<file path="src/rtl/sram_rr_scheduler_pkg.sv">
// Shared widths, port indices and write-request packing for the SRAM round-robin scheduler.
package sram_arb_pkg;

  localparam int ADDR_W = 18;
  localparam int DATA_W = 32;
  localparam int MASK_W = 4;
  localparam int WREQ_W = MASK_W + ADDR_W + DATA_W;
  localparam int RET_DEPTH_DEF = 4;
  localparam int MAX_OUTSTANDING_DEF = 8;

  localparam logic [MASK_W-1:0] READ_MASK = 4'h0;

  typedef enum logic [1:0] {
    PORT_W0 = 2'd0,
    PORT_W1 = 2'd1,
    PORT_R0 = 2'd2,
    PORT_R1 = 2'd3
  } port_e;

  function automatic logic [WREQ_W-1:0] pack_wreq(input logic [MASK_W-1:0] mask,
                                                  input logic [ADDR_W-1:0] addr,
                                                  input logic [DATA_W-1:0] data);
    return {mask, addr, data};
  endfunction

  function automatic logic [MASK_W-1:0] wreq_mask(input logic [WREQ_W-1:0] w);
    return w[WREQ_W-1 -: MASK_W];
  endfunction

  function automatic logic [ADDR_W-1:0] wreq_addr(input logic [WREQ_W-1:0] w);
    return w[DATA_W +: ADDR_W];
  endfunction

  function automatic logic [DATA_W-1:0] wreq_data(input logic [WREQ_W-1:0] w);
    return w[DATA_W-1:0];
  endfunction

endpackage

</file>
<file path="src/rtl/sram_rr_scheduler_if.sv">
// Command/return bus between the scheduler (master) and the ZBT SRAM controller (slave).
interface sram_rr_scheduler_if;
  import sram_arb_pkg::*;

  // Handshake: a command moves when sram_addr_valid & sram_ready at posedge;
  // the master holds valid and payload stable until then. Read data returns
  // in issue order, one word per sram_data_out_valid cycle, with no back-pressure.
  logic              sram_addr_valid;
  logic              sram_ready;
  logic [ADDR_W-1:0] sram_addr;
  logic [DATA_W-1:0] sram_data_in;
  logic [MASK_W-1:0] sram_write_mask;
  logic [DATA_W-1:0] sram_data_out;
  logic              sram_data_out_valid;

  modport master (
    output sram_addr_valid, sram_addr, sram_data_in, sram_write_mask,
    input  sram_ready, sram_data_out, sram_data_out_valid
  );

  modport slave (
    input  sram_addr_valid, sram_addr, sram_data_in, sram_write_mask,
    output sram_ready, sram_data_out, sram_data_out_valid
  );

endinterface

</file>
<file path="src/rtl/sram_rr_scheduler_fifo.sv">
// Show-ahead synchronous FIFO with occupancy count; DEPTH must be a power of 2.
module sync_fifo #(
  parameter int WIDTH = 8,
  parameter int DEPTH = 4
) (
  input  logic                       clock,
  input  logic                       reset,
  input  logic                       push,
  input  logic [WIDTH-1:0]           din,
  input  logic                       pop,
  output logic [WIDTH-1:0]           dout,
  output logic [$clog2(DEPTH+1)-1:0] count,
  output logic                       empty
);

  localparam int AW = $clog2(DEPTH);
  localparam int CW = $clog2(DEPTH + 1);

  logic [WIDTH-1:0] mem [DEPTH];
  logic [AW-1:0]    wr_ptr;
  logic [AW-1:0]    rd_ptr;
  logic             do_push;
  logic             do_pop;

  assign empty   = (count == '0);
  assign do_pop  = pop & ~empty;
  assign do_push = push & ((count != CW'(DEPTH)) | do_pop);
  assign dout    = mem[rd_ptr];

  always_ff @(posedge clock) begin
    if (do_push) mem[wr_ptr] <= din;
  end

  always_ff @(posedge clock) begin
    if (!reset) begin
      wr_ptr <= '0;
      rd_ptr <= '0;
      count  <= '0;
    end else begin
      if (do_push) wr_ptr <= wr_ptr + AW'(1);
      if (do_pop)  rd_ptr <= rd_ptr + AW'(1);
      case ({do_push, do_pop})
        2'b10:   count <= count + CW'(1);
        2'b01:   count <= count - CW'(1);
        default: ;
      endcase
    end
  end

endmodule

</file>
<file path="src/rtl/sram_rr_scheduler.sv">
// Four-port round-robin scheduler in front of the SRAM controller, with tag-tracked
// reads steered into per-reader return FIFOs that can never overflow.
module sram_rr_scheduler
  import sram_arb_pkg::*;
#(
  parameter int RET_DEPTH       = RET_DEPTH_DEF,
  parameter int MAX_OUTSTANDING = MAX_OUTSTANDING_DEF
) (
  input  logic                clock,
  input  logic                reset,
  input  logic                w0_din_valid,
  input  logic [WREQ_W-1:0]   w0_din,
  output logic                w0_din_ready,
  input  logic                w1_din_valid,
  input  logic [WREQ_W-1:0]   w1_din,
  output logic                w1_din_ready,
  input  logic                r0_din_valid,
  input  logic [ADDR_W-1:0]   r0_din,
  output logic                r0_din_ready,
  input  logic                r1_din_valid,
  input  logic [ADDR_W-1:0]   r1_din,
  output logic                r1_din_ready,
  output logic [DATA_W-1:0]   r0_dout,
  output logic                r0_dout_valid,
  input  logic                r0_dout_ready,
  output logic [DATA_W-1:0]   r1_dout,
  output logic                r1_dout_valid,
  input  logic                r1_dout_ready,
  sram_rr_scheduler_if.master sram,
  output logic                protocol_err,
  output logic [1:0]          ptr
);

  localparam int RC_W = $clog2(RET_DEPTH + 1);
  localparam int TC_W = $clog2(MAX_OUTSTANDING + 1);

  logic              cmd_valid;
  logic [ADDR_W-1:0] cmd_addr;
  logic [DATA_W-1:0] cmd_data;
  logic [MASK_W-1:0] cmd_mask;
  logic              cmd_rd;
  logic              cmd_rsel;

  logic [RC_W-1:0]   inflight0, inflight1, ret0_count, ret1_count;
  logic [TC_W-1:0]   tag_count;
  logic              tag_empty, tag_head, ret0_empty, ret1_empty;
  logic              rd_xfer, ret_push, pend0, pend1, tag_room;
  logic [3:0]        elig, grant;
  logic              gnt_any;
  logic [1:0]        gnt_idx, scan_idx;
  logic [WREQ_W-1:0] w_sel;

  assign sram.sram_addr_valid = cmd_valid;
  assign sram.sram_addr       = cmd_addr;
  assign sram.sram_data_in    = cmd_data;
  assign sram.sram_write_mask = cmd_mask;

  assign rd_xfer  = cmd_valid & sram.sram_ready & cmd_rd;
  assign ret_push = sram.sram_data_out_valid & ~tag_empty;
  assign pend0    = cmd_valid & cmd_rd & ~cmd_rsel;
  assign pend1    = cmd_valid & cmd_rd & cmd_rsel;

  // A read parked in the command register already owns a tag slot and a return slot.
  assign tag_room = (int'(tag_count) + int'(cmd_valid & cmd_rd)) < MAX_OUTSTANDING;
  assign elig[PORT_W0] = w0_din_valid;
  assign elig[PORT_W1] = w1_din_valid;
  assign elig[PORT_R0] = r0_din_valid & tag_room &
                         ((int'(ret0_count) + int'(inflight0) + int'(pend0)) < RET_DEPTH);
  assign elig[PORT_R1] = r1_din_valid & tag_room &
                         ((int'(ret1_count) + int'(inflight1) + int'(pend1)) < RET_DEPTH);

  always_comb begin
    grant    = '0;
    gnt_any  = 1'b0;
    gnt_idx  = ptr;
    scan_idx = ptr;
    if (reset && (!cmd_valid || sram.sram_ready)) begin
      for (int i = 0; i < 4; i++) begin
        scan_idx = ptr + 2'(i);
        if (!gnt_any && elig[scan_idx]) begin
          gnt_any = 1'b1;
          gnt_idx = scan_idx;
        end
      end
    end
    if (gnt_any) grant[gnt_idx] = 1'b1;
  end

  assign {r1_din_ready, r0_din_ready, w1_din_ready, w0_din_ready} = grant;
  assign w_sel = (gnt_idx == PORT_W1) ? w1_din : w0_din;

  always_ff @(posedge clock) begin
    if (!reset) begin
      cmd_valid    <= 1'b0;
      cmd_addr     <= '0;
      cmd_data     <= '0;
      cmd_mask     <= '0;
      cmd_rd       <= 1'b0;
      cmd_rsel     <= 1'b0;
      ptr          <= '0;
      inflight0    <= '0;
      inflight1    <= '0;
      protocol_err <= 1'b0;
    end else begin
      if (gnt_any) begin
        cmd_valid <= 1'b1;
        ptr       <= gnt_idx + 2'd1;
        case (gnt_idx)
          PORT_W0, PORT_W1: begin
            cmd_addr <= wreq_addr(w_sel);
            cmd_data <= wreq_data(w_sel);
            cmd_mask <= wreq_mask(w_sel);
            cmd_rd   <= 1'b0;
            cmd_rsel <= 1'b0;
          end
          default: begin
            cmd_addr <= (gnt_idx == PORT_R1) ? r1_din : r0_din;
            cmd_data <= '0;
            cmd_mask <= READ_MASK;
            cmd_rd   <= 1'b1;
            cmd_rsel <= (gnt_idx == PORT_R1);
          end
        endcase
      end else if (cmd_valid && sram.sram_ready) begin
        cmd_valid <= 1'b0;
      end
      case ({rd_xfer & ~cmd_rsel, ret_push & ~tag_head})
        2'b10:   inflight0 <= inflight0 + RC_W'(1);
        2'b01:   inflight0 <= inflight0 - RC_W'(1);
        default: ;
      endcase
      case ({rd_xfer & cmd_rsel, ret_push & tag_head})
        2'b10:   inflight1 <= inflight1 + RC_W'(1);
        2'b01:   inflight1 <= inflight1 - RC_W'(1);
        default: ;
      endcase
      if (sram.sram_data_out_valid && tag_empty) protocol_err <= 1'b1;
    end
  end

  sync_fifo #(.WIDTH(1), .DEPTH(MAX_OUTSTANDING)) u_tag_fifo (
    .clock(clock), .reset(reset), .push(rd_xfer), .din(cmd_rsel), .pop(ret_push),
    .dout(tag_head), .count(tag_count), .empty(tag_empty)
  );

  sync_fifo #(.WIDTH(DATA_W), .DEPTH(RET_DEPTH)) u_ret0_fifo (
    .clock(clock), .reset(reset), .push(ret_push & ~tag_head), .din(sram.sram_data_out),
    .pop(r0_dout_ready), .dout(r0_dout), .count(ret0_count), .empty(ret0_empty)
  );

  sync_fifo #(.WIDTH(DATA_W), .DEPTH(RET_DEPTH)) u_ret1_fifo (
    .clock(clock), .reset(reset), .push(ret_push & tag_head), .din(sram.sram_data_out),
    .pop(r1_dout_ready), .dout(r1_dout), .count(ret1_count), .empty(ret1_empty)
  );

  assign r0_dout_valid = ~ret0_empty;
  assign r1_dout_valid = ~ret1_empty;

endmodule

</file>
<file path="src/flat_wrapper.sv">
// flat-port wrapper written by rule: the top's interface ports become plain ports
module sram_rr_scheduler_flat import sram_arb_pkg::*;
#(
  parameter int RET_DEPTH       = RET_DEPTH_DEF,
  parameter int MAX_OUTSTANDING = MAX_OUTSTANDING_DEF
)
  (clock, reset, w0_din_valid, w0_din, w0_din_ready, w1_din_valid, w1_din, w1_din_ready, r0_din_valid, r0_din, r0_din_ready, r1_din_valid, r1_din, r1_din_ready, r0_dout, r0_dout_valid, r0_dout_ready, r1_dout, r1_dout_valid, r1_dout_ready, protocol_err, ptr, sram_sram_addr_valid, sram_sram_addr, sram_sram_data_in, sram_sram_write_mask, sram_sram_ready, sram_sram_data_out, sram_sram_data_out_valid);
  sram_rr_scheduler_if sram_i ();
  input  logic clock;
  input  logic reset;
  input  logic w0_din_valid;
  input  logic [WREQ_W-1:0] w0_din;
  output logic w0_din_ready;
  input  logic w1_din_valid;
  input  logic [WREQ_W-1:0] w1_din;
  output logic w1_din_ready;
  input  logic r0_din_valid;
  input  logic [ADDR_W-1:0] r0_din;
  output logic r0_din_ready;
  input  logic r1_din_valid;
  input  logic [ADDR_W-1:0] r1_din;
  output logic r1_din_ready;
  output logic [DATA_W-1:0] r0_dout;
  output logic r0_dout_valid;
  input  logic r0_dout_ready;
  output logic [DATA_W-1:0] r1_dout;
  output logic r1_dout_valid;
  input  logic r1_dout_ready;
  output logic protocol_err;
  output logic [1:0] ptr;
  output wire logic [$bits(sram_i.sram_addr_valid)-1:0] sram_sram_addr_valid;
  output wire logic [$bits(sram_i.sram_addr)-1:0] sram_sram_addr;
  output wire logic [$bits(sram_i.sram_data_in)-1:0] sram_sram_data_in;
  output wire logic [$bits(sram_i.sram_write_mask)-1:0] sram_sram_write_mask;
  input wire logic [$bits(sram_i.sram_ready)-1:0] sram_sram_ready;
  input wire logic [$bits(sram_i.sram_data_out)-1:0] sram_sram_data_out;
  input wire logic [$bits(sram_i.sram_data_out_valid)-1:0] sram_sram_data_out_valid;
  assign sram_sram_addr_valid = sram_i.sram_addr_valid;
  assign sram_sram_addr = sram_i.sram_addr;
  assign sram_sram_data_in = sram_i.sram_data_in;
  assign sram_sram_write_mask = sram_i.sram_write_mask;
  assign sram_i.sram_ready = sram_sram_ready;
  assign sram_i.sram_data_out = sram_sram_data_out;
  assign sram_i.sram_data_out_valid = sram_sram_data_out_valid;
  sram_rr_scheduler #(.RET_DEPTH(RET_DEPTH), .MAX_OUTSTANDING(MAX_OUTSTANDING)) u_core (.clock(clock), .reset(reset), .w0_din_valid(w0_din_valid), .w0_din(w0_din), .w0_din_ready(w0_din_ready), .w1_din_valid(w1_din_valid), .w1_din(w1_din), .w1_din_ready(w1_din_ready), .r0_din_valid(r0_din_valid), .r0_din(r0_din), .r0_din_ready(r0_din_ready), .r1_din_valid(r1_din_valid), .r1_din(r1_din), .r1_din_ready(r1_din_ready), .r0_dout(r0_dout), .r0_dout_valid(r0_dout_valid), .r0_dout_ready(r0_dout_ready), .r1_dout(r1_dout), .r1_dout_valid(r1_dout_valid), .r1_dout_ready(r1_dout_ready), .sram(sram_i), .protocol_err(protocol_err), .ptr(ptr));
endmodule
</file>
<file path="config.mk">
export PLATFORM = sky130hd
export DESIGN_NAME = sram_rr_scheduler_flat
export DESIGN_NICKNAME = d
export VERILOG_FILES = /design/src/rtl/sram_rr_scheduler_pkg.sv /design/src/rtl/sram_rr_scheduler_if.sv /design/src/rtl/sram_rr_scheduler_fifo.sv /design/src/rtl/sram_rr_scheduler.sv /design/src/flat_wrapper.sv
export SDC_FILE = /design/constraint.sdc
export NUM_CORES = 1
export LEC_CHECK = 0
export CAP_MARGIN = 20
export CORE_MARGIN = 1.5
export CORE_UTILIZATION = 30
export CTS_CLUSTER_DIAMETER = 80
export DETAILED_ROUTE_END_ITERATION = 12
export PLACE_DENSITY = 0.56
export SLEW_MARGIN = 15
export SYNTH_ARGS = -nofsm -noshare
export SYNTH_HDL_FRONTEND = slang
export SYNTH_SLANG_ARGS = --single-unit
export TNS_END_PERCENT = 10
</file>
<file path="constraint.sdc">
create_clock -name clock -period 4.03 [get_ports clock]
set_input_delay 0.806 -clock clock [delete_from_list [all_inputs] [get_ports clock]]
set_output_delay 0.806 -clock clock [all_outputs]
set_load 0.03 [all_outputs]
</file>
==> summary.md, run 1 <==
| Metric | Value |
|---|---|
| Slowest stage cell on the critical path | fa_1 |
| Hpwl dp | 26300 um |
| GRT Overall Usage | 15.2% |
| RSZ-0062 raised after global routing | yes |
| Synth Flop Type | edfxtp_1 |
| Drt via density | 4.69 |
| Post-Place Cells | 1864 |
| Dpl ws | 224 ps |
| Hold Path Class | flip-flop to flip-flop |
| Setup WS post-layout | 124 ps |
| CP required | 3220 ps |
| Critical path buffer and inverter count | 2 |
| Core area | 49100 um^2 |
| Worst setup path category | flip-flop to primary output |
| Synth cell types | 57 |
| First-pass GRT wire length | 58100 um |
| Clk root buf | clkbuf_16 |
| Max Slew Vio Count | 0 |
| Total number of vias | 9116 |
| Pin count of the biggest net entering global routing | 45 |
| TritonCTS clock tree | done |
| Layout fillers | 4535 |
| I/O Pins | 314 |
| Routed WL | 39200 um |
| Die area | 51100 um^2 |
| Worst path arrival time | 3100 ps |
| Critical Path Max Stage Delay | 470 ps |
| Post-Syn Nets | 1125 |
| Avg Synthesized Cell Area | 16.4 um^2 |
| Crit path time final | 3910 ps |
| Final Wtd Congestion | 0.835 |
| Critical-path maximum fanout | 5 |
| Util after Layout | 41.6% |
| Net Sw Frac | 32.5% |
| Row count | 81 |
| Final Hold Violating Endpoints | 0 |
| Max-Cap Viols | 0 |
| Clk pwr share | 29.1% |
| Sequential power share | 36.2% |
| Slew HR | 37.6% |
| Layout cell share with drive strength beyond 1 | 17.5% |
| Peak VDD IR | 0.000436 V |
| Initial antenna violation count | 6 |
| Crit-path leading delay family | simple AND/OR/NAND/NOR gates |
| Int Power | 8.55 mW |
| Yosys reg bits | 361 |
| Gate power share | 34.7% |
| Worst Skew | 23.1 ps |
| Total CTS buffers | 40 |
| Power per standard cell area | 621 nW/um^2 |
| Outcome | finished clean |
| Max clock buf depth | 3 |
| IO Port Bufs | 313 |
| Clock Pin Slew Worst Setup and Hold Paths | 60 ps |
| CTS Hold Bufs | 0 |
| Fmax | 256 MHz |
| Post-synth EDFFs | 264 |
| WHS | 460 ps |
| Nets | 1457 |
| Switching pwr | 4.12 mW |
| DR WL/cell | 20.1 um |
| DR DRC count | 0 |
| Worst Setup Start Kind | flip-flop |
| Starting Density | 30.4% |
| Sequential area share after synthesis | 66.1% |
| Gate Count Post-Synth | 912 |
| Yosys warns | 0 |
| Final Setup Violations | 0 |
| Area growth, synth to finish | 36.6% |
| Synth Cell Area | 14900 um^2 |
| Leak Pwr | 6.86 nW |
| Async set-reset flop share out of synthesis | 0% |
| Die W | 226 um |
| Crit. End Element | primary output |
| Vias in the first global route | 9597 |
| First DRT Iteration DRCs | 486 |
| Final Instance Count excl. Fillers | 1945 |
| First-pass iteration count of the detailed router | 4 |
| Final worst path period share | 96.9% |
| Crit-path cells | ha_2 > fa_1 > nand2_1 > o311a_4 > nand3_4 > nand4_1 > o2111a_2 > or3_1 > inv_2 > buf_6 |
| Slew @ Worst Pin | 936 ps |
| Post-DRT Antenna Nets | 0 |
| Worst-Skew Late Latency | 550 ps |
| CTS sink count | 361 |
| H-tree Lvls | 2 |
| Die Span Y | 226 um |
| Grt ovf | 0 |
state kept, by name, summed over array words and instances (netlist names), 2 cells and up, named ones only:
register	count
u_core.inflight0	3
u_core.inflight1	3
u_core.ptr	2
u_core.sram.sram_addr	18
u_core.sram.sram_data_in	32
u_core.sram.sram_write_mask	4
u_core.u_ret0_fifo.count	3
u_core.u_ret0_fifo.mem	128
u_core.u_ret0_fifo.rd_ptr	2
u_core.u_ret0_fifo.wr_ptr	2
u_core.u_ret1_fifo.count	3
u_core.u_ret1_fifo.mem	128
u_core.u_ret1_fifo.rd_ptr	2
u_core.u_ret1_fifo.wr_ptr	2
u_core.u_tag_fifo.count	4
u_core.u_tag_fifo.mem	8
u_core.u_tag_fifo.rd_ptr	3
u_core.u_tag_fifo.wr_ptr	3
logic make-up after synthesis:
kind of cell / after synthesis / synth area share, %
fa+ha+maj: 27 / 2.62
buf+inv: 80 / 2.39
flops: 361 / 66.1
simple gates: 184 / 7.00
compound gates: 128 / 7.67
xor+xnor: 21 / 1.23
mux: 111 / 13.0
per-layer routing:
layer  part of all wire, %  global-route usage [%]  vias up
met5                 0.028                       0        -
met4                   1.9                    4.30        2
met1                    40                    17.7     4512
li1                      -                       -     4284
met3                   7.7                    5.63       51
met2                    50                    26.2      267
path summary, 6_finish.rpt:
check | start | to | slack [ps] | cells past startpoint
max | u_core.u_ret0_fifo.count[0] | r1_din_ready | 120 | 10
min reg2reg | u_core.sram.sram_data_in[31] | u_core.sram.sram_data_in[31] | 460 | 1
max reg2reg | u_core.u_ret0_fifo.count[0] | u_core.sram.sram_addr[4] | 850 | 11
min | u_core.sram.sram_data_in[31] | u_core.sram.sram_data_in[31] | 460 | 1
per-stage QoR:
| step | power [mW] | TNS (ps) | cell area [um^2] |
|---|---|---|---|
| 6_report | 12.7 | 0 | 20400 |
| 5_1_grt | 13.3 | -28.9 | 20400 |
| 4_1_cts | 12.8 | -77.8 | 20300 |
| 3_5_place_dp | 9.05 | 0 | 18900 |
| 3_3_place_gp | 9.04 | 0 | 18900 |
| 2_1_floorplan | 7.36 | 0 | 14900 |
cell type report:
cell class,instances,area (um^2),area share [%]
multi-input cells,471,4810,23.6
diodes,5,12.5,0.0614
repair buffers,346,3430,16.8
clock inverters,18,201,0.988
flip-flops and latches,361,9880,48.4
inverters,24,90.1,0.442
well taps,664,831,4.07
clock buffers,56,1140,5.58
power groups by stage:
| stage | sequential, mW | combinational [mW] | clock [mW] |
|---|---|---|---|
| 2_1_floorplan | 4.95 | 2.42 | 0 |
| 3_3_place_gp | 4.65 | 4.39 | 0 |
| 3_5_place_dp | 4.66 | 4.39 | 0 |
| 4_1_cts | 4.59 | 4.42 | 3.83 |
| 5_1_grt | 4.63 | 4.70 | 3.97 |
| 6_report | 4.58 | 4.39 | 3.69 |
cell usage after synthesis, drive strengths merged (7+ instances only):
cell type | number | area share, %
nand2b | 9 | 0.38
mux4 | 66 | 10
nand3 | 27 | 0.91
o21ai | 12 | 0.50
buf | 30 | 1.1
fa | 7 | 0.94
clkbuf | 26 | 0.65
dfxtp | 97 | 13
mux2i | 44 | 3.0
nor2b | 12 | 0.50
a221oi | 36 | 2.5
o31ai | 18 | 1.2
and3 | 36 | 1.5
o2bb2ai | 36 | 2.1
ha | 20 | 1.7
edfxtp | 264 | 53
nor2 | 20 | 0.50
nand2 | 17 | 0.43
a21oi | 9 | 0.30
xnor2 | 16 | 0.94
inv | 24 | 0.60
and2 | 38 | 1.6
cells in the final DEF (no fill, tap or decap), types with 6 or more instances in the layout:
master / n
clkbuf_1: 10
mux4_2: 66
nand3_1: 25
nor2b_1: 12
nor2_1: 19
nand2_1: 17
a221oi_1: 27
a221oi_2: 9
a21oi_1: 8
clkinv_1: 6
mux2i_1: 44
nand2b_1: 8
and2_1: 29
and2_2: 8
and3_1: 36
dfxtp_1: 91
o31ai_1: 9
inv_1: 23
xnor2_1: 16
buf_4: 31
clkdlybuf4s50_1: 308
clkbuf_16: 42
o21ai_0: 7
or3_1: 6
ha_1: 18
o31ai_2: 9
fa_1: 7
o2bb2ai_1: 36
edfxtp_1: 264
what timing repair did:
action | 4_1_cts | 5_1_grt
gates resized for setup | 9 | 17
setup endpoints to repair | 4 | 4
setup buffers | 0 | 2
pin swaps | 1 | 5
(Power assumes the default switching activity.)
==> run 2, diff against run 1 <==
Settings changed: CELL_PAD_IN_SITES_DETAIL_PLACEMENT set to 1, CELL_PAD_IN_SITES_GLOBAL_PLACEMENT set to 2, CORE_UTILIZATION 30 to 35, PLACE_DENSITY 0.56 to 0.82.
Clock period 4.03 ns to 4.1 ns, I/O delays scaled along.
==> run 2 against run 1 <==
Compared with the run above:
- non-clock buffer count up 6
- register-to-register slack hardly changed
- clock skew is 6.0 ps lower
- routed wire length grew 2.1%
- setup slack lost 57 ps
- die area shrank 14%
- clock power down 8.4%
- critical path depth increased by 1
- sequential power decreased by 0.9%
- global-route usage grew 2.9 points
- combinational power barely moved
==> summary.md, run 2 (synthesis results as in run 1) <==
| Metric | Value |
|---|---|
| Outcome | finished clean |
| GRT Overall Usage | 18.1% |
| Final Hold Violating Endpoints | 0 |
| Crit path time final | 4030 ps |
| Dpl ws | 42.6 ps |
| Worst-Skew Late Latency | 550 ps |
| Max clock buf depth | 3 |
| I/O Pins | 314 |
| Most common cell after layout, fill and taps aside | clkdlybuf4s50_1 |
| WHS | 459 ps |
| Starting Density | 35.5% |
| Worst Skew | 17.2 ps |
| Slew HR | 49.7% |
| First-pass iteration count of the detailed router | 4 |
| Drt via density | 5.14 |
| Post-Place Cell Area | 18800 um^2 |
| Slowest stage cell on the critical path | fa_1 |
| Max Slew Vio Count | 0 |
| Crit. End Element | primary output |
| Critical Path Max Stage Delay | 480 ps |
| Layout cell share with drive strength beyond 1 | 16.5% |
| Ant. Diodes | 0 |
| Layout fillers | 4108 |
| Die area | 43900 um^2 |
| Post-DRT Antenna Nets | 0 |
| IO Port Bufs | 313 |
| Final Wtd Congestion | 0.823 |
| H-tree Lvls | 2 |
| RSZ-0062 raised after global routing | yes |
| Vias in the first global route | 10007 |
| Met3 Track Usage GR | 4.88% |
| CTS sink count | 361 |
| DR DRC count | 0 |
| Most Crowded Layer GR | met2 |
| Leak Pwr | 6.85 nW |
| Worst Setup Start Kind | flip-flop |
| Critical-path maximum fanout | 5 |
| Grt ovf | 0 |
| Peak VDD IR | 0.000289 V |
| Hold Path Class | flip-flop to flip-flop |
| Final Cell Area | 20200 um^2 |
| Worst path arrival time | 3210 ps |
| Pin count of the biggest net entering global routing | 60 |
| Met1 Track Usage GR | 22.6% |
| Area growth, synth to finish | 35.0% |
| Total number of vias | 9345 |
| First-pass GRT wire length | 60700 um |
| M2 GR Usage | 31.2% |
| Setup WS post-layout | 66.9 ps |
| Power per standard cell area | 611 nW/um^2 |
| Max-Cap Viols | 0 |
| Routed WL | 40000 um |
| Hpwl dp | 26500 um |
| TritonCTS clock tree | done |
| Total CTS buffers | 39 |
| Core area | 42000 um^2 |
| Crit-path cells | ha_2 > fa_1 > nand2_1 > o311a_4 > and4_1 > or4_4 > o21ai_4 > buf_12 > nand2b_4 > nor2_2 > buf_6 |
| Highest-count cells in the layout ignoring fill and taps | clkdlybuf4s50_1 (308), edfxtp_1 (264), dfxtp_1 (94) |
| Worst setup path category | flip-flop to primary output |
| Die W | 210 um |
| Slew @ Worst Pin | 754 ps |
| Clk root buf | clkbuf_16 |
| Die Span Y | 210 um |
| Row count | 75 |
| CTS Hold Bufs | 0 |
| Clock Pin Slew Worst Setup and Hold Paths | 60 ps |
| Initial antenna violation count | 1 |
| Util after Layout | 48.0% |
| Fmax | 248 MHz |
| CP required | 3280 ps |
| DR WL/cell | 22.0 um |
| Nets | 1462 |
| First DRT Iteration DRCs | 509 |
| Final worst path period share | 98.4% |
| Final Setup Violations | 0 |
## run 2: changes by cell type in the layout (fill, tap and decap cells not counted), moves of 3 or more
| cell | before | now |
|---|---|---|
| and2_1 | 29 | 33 |
| buf_4 | 31 | 34 |
| diode_2 | 5 | 0 |
| clkbuf_1 | 10 | 13 |
| dfxtp_1 | 91 | 94 |
| and2_2 | 8 | 4 |
## run 2: what timing repair did
action                                  CTS  global route
endpoints found under the setup margin    4             4
hold endpoints to repair                  0             0
gates resized for setup                  13             7
setup buffers                             4             2
gates cloned                              1             0
pin swaps                                 4             3
## run 2: layer usage
layer | wire [um] | share of wire [%] | vias up
met1 | 16800 | 42 | 4769
met2 | 19800 | 49 | 241
met5 | 13 | 0.033 | -
met4 | 753 | 1.9 | 2
met3 | 2640 | 6.6 | 53
li1 | - | - | 4280
## run 2: critical path: cells and delay by family (launching register included)
family / cells / cell delay (ps)
AOI/OAI and AO/OA: 2 / 480
adders and majority gates: 2 / 680
DFF: 1 / 340
buffers and inverters: 2 / 290
and+or+nand+nor: 5 / 880
## run 2: final cells by class
class                   count  area [um^2]  area share, %
well taps                 539          674           3.35
multi-input cells         471         4780           23.7
clock inverters            15          133          0.658
repair buffers            352         3520           17.5
flip-flops and latches    361         9870           49.0
clock buffers              56         1090           5.41
inverters                  24         90.1          0.447
## run 2: per-stage QoR
step	instances	power, mW	TNS, ps
floorplan	912	7.24	0
global placement	1740	8.87	0
detailed placement	1740	8.92	0
CTS	1816	12.5	0
global route	1818	12.9	-116
finish	1818	12.3	0
## run 2: path summary, 6_finish.rpt
path	start	end	slack, ps	cells after the start
worst max register to register	u_core.inflight1[0]	u_core.sram.sram_data_in[26]	850	11
worst min register to register	u_core.sram.sram_data_in[23]	u_core.sram.sram_data_in[23]	460	1
worst max-delay path	u_core.u_ret0_fifo.count[0]	w0_din_ready	70	11
worst min-delay path	u_core.sram.sram_data_in[23]	u_core.sram.sram_data_in[23]	460	1
## run 2: report_power, final
group | leakage [nW] | switching (mW) | internal, mW | total, mW
Sequential | 3.18 | 0.282 | 4.26 | 4.54
Combinational | 3.07 | 2.39 | 2.00 | 4.39
Clock | 0.598 | 1.40 | 1.98 | 3.38
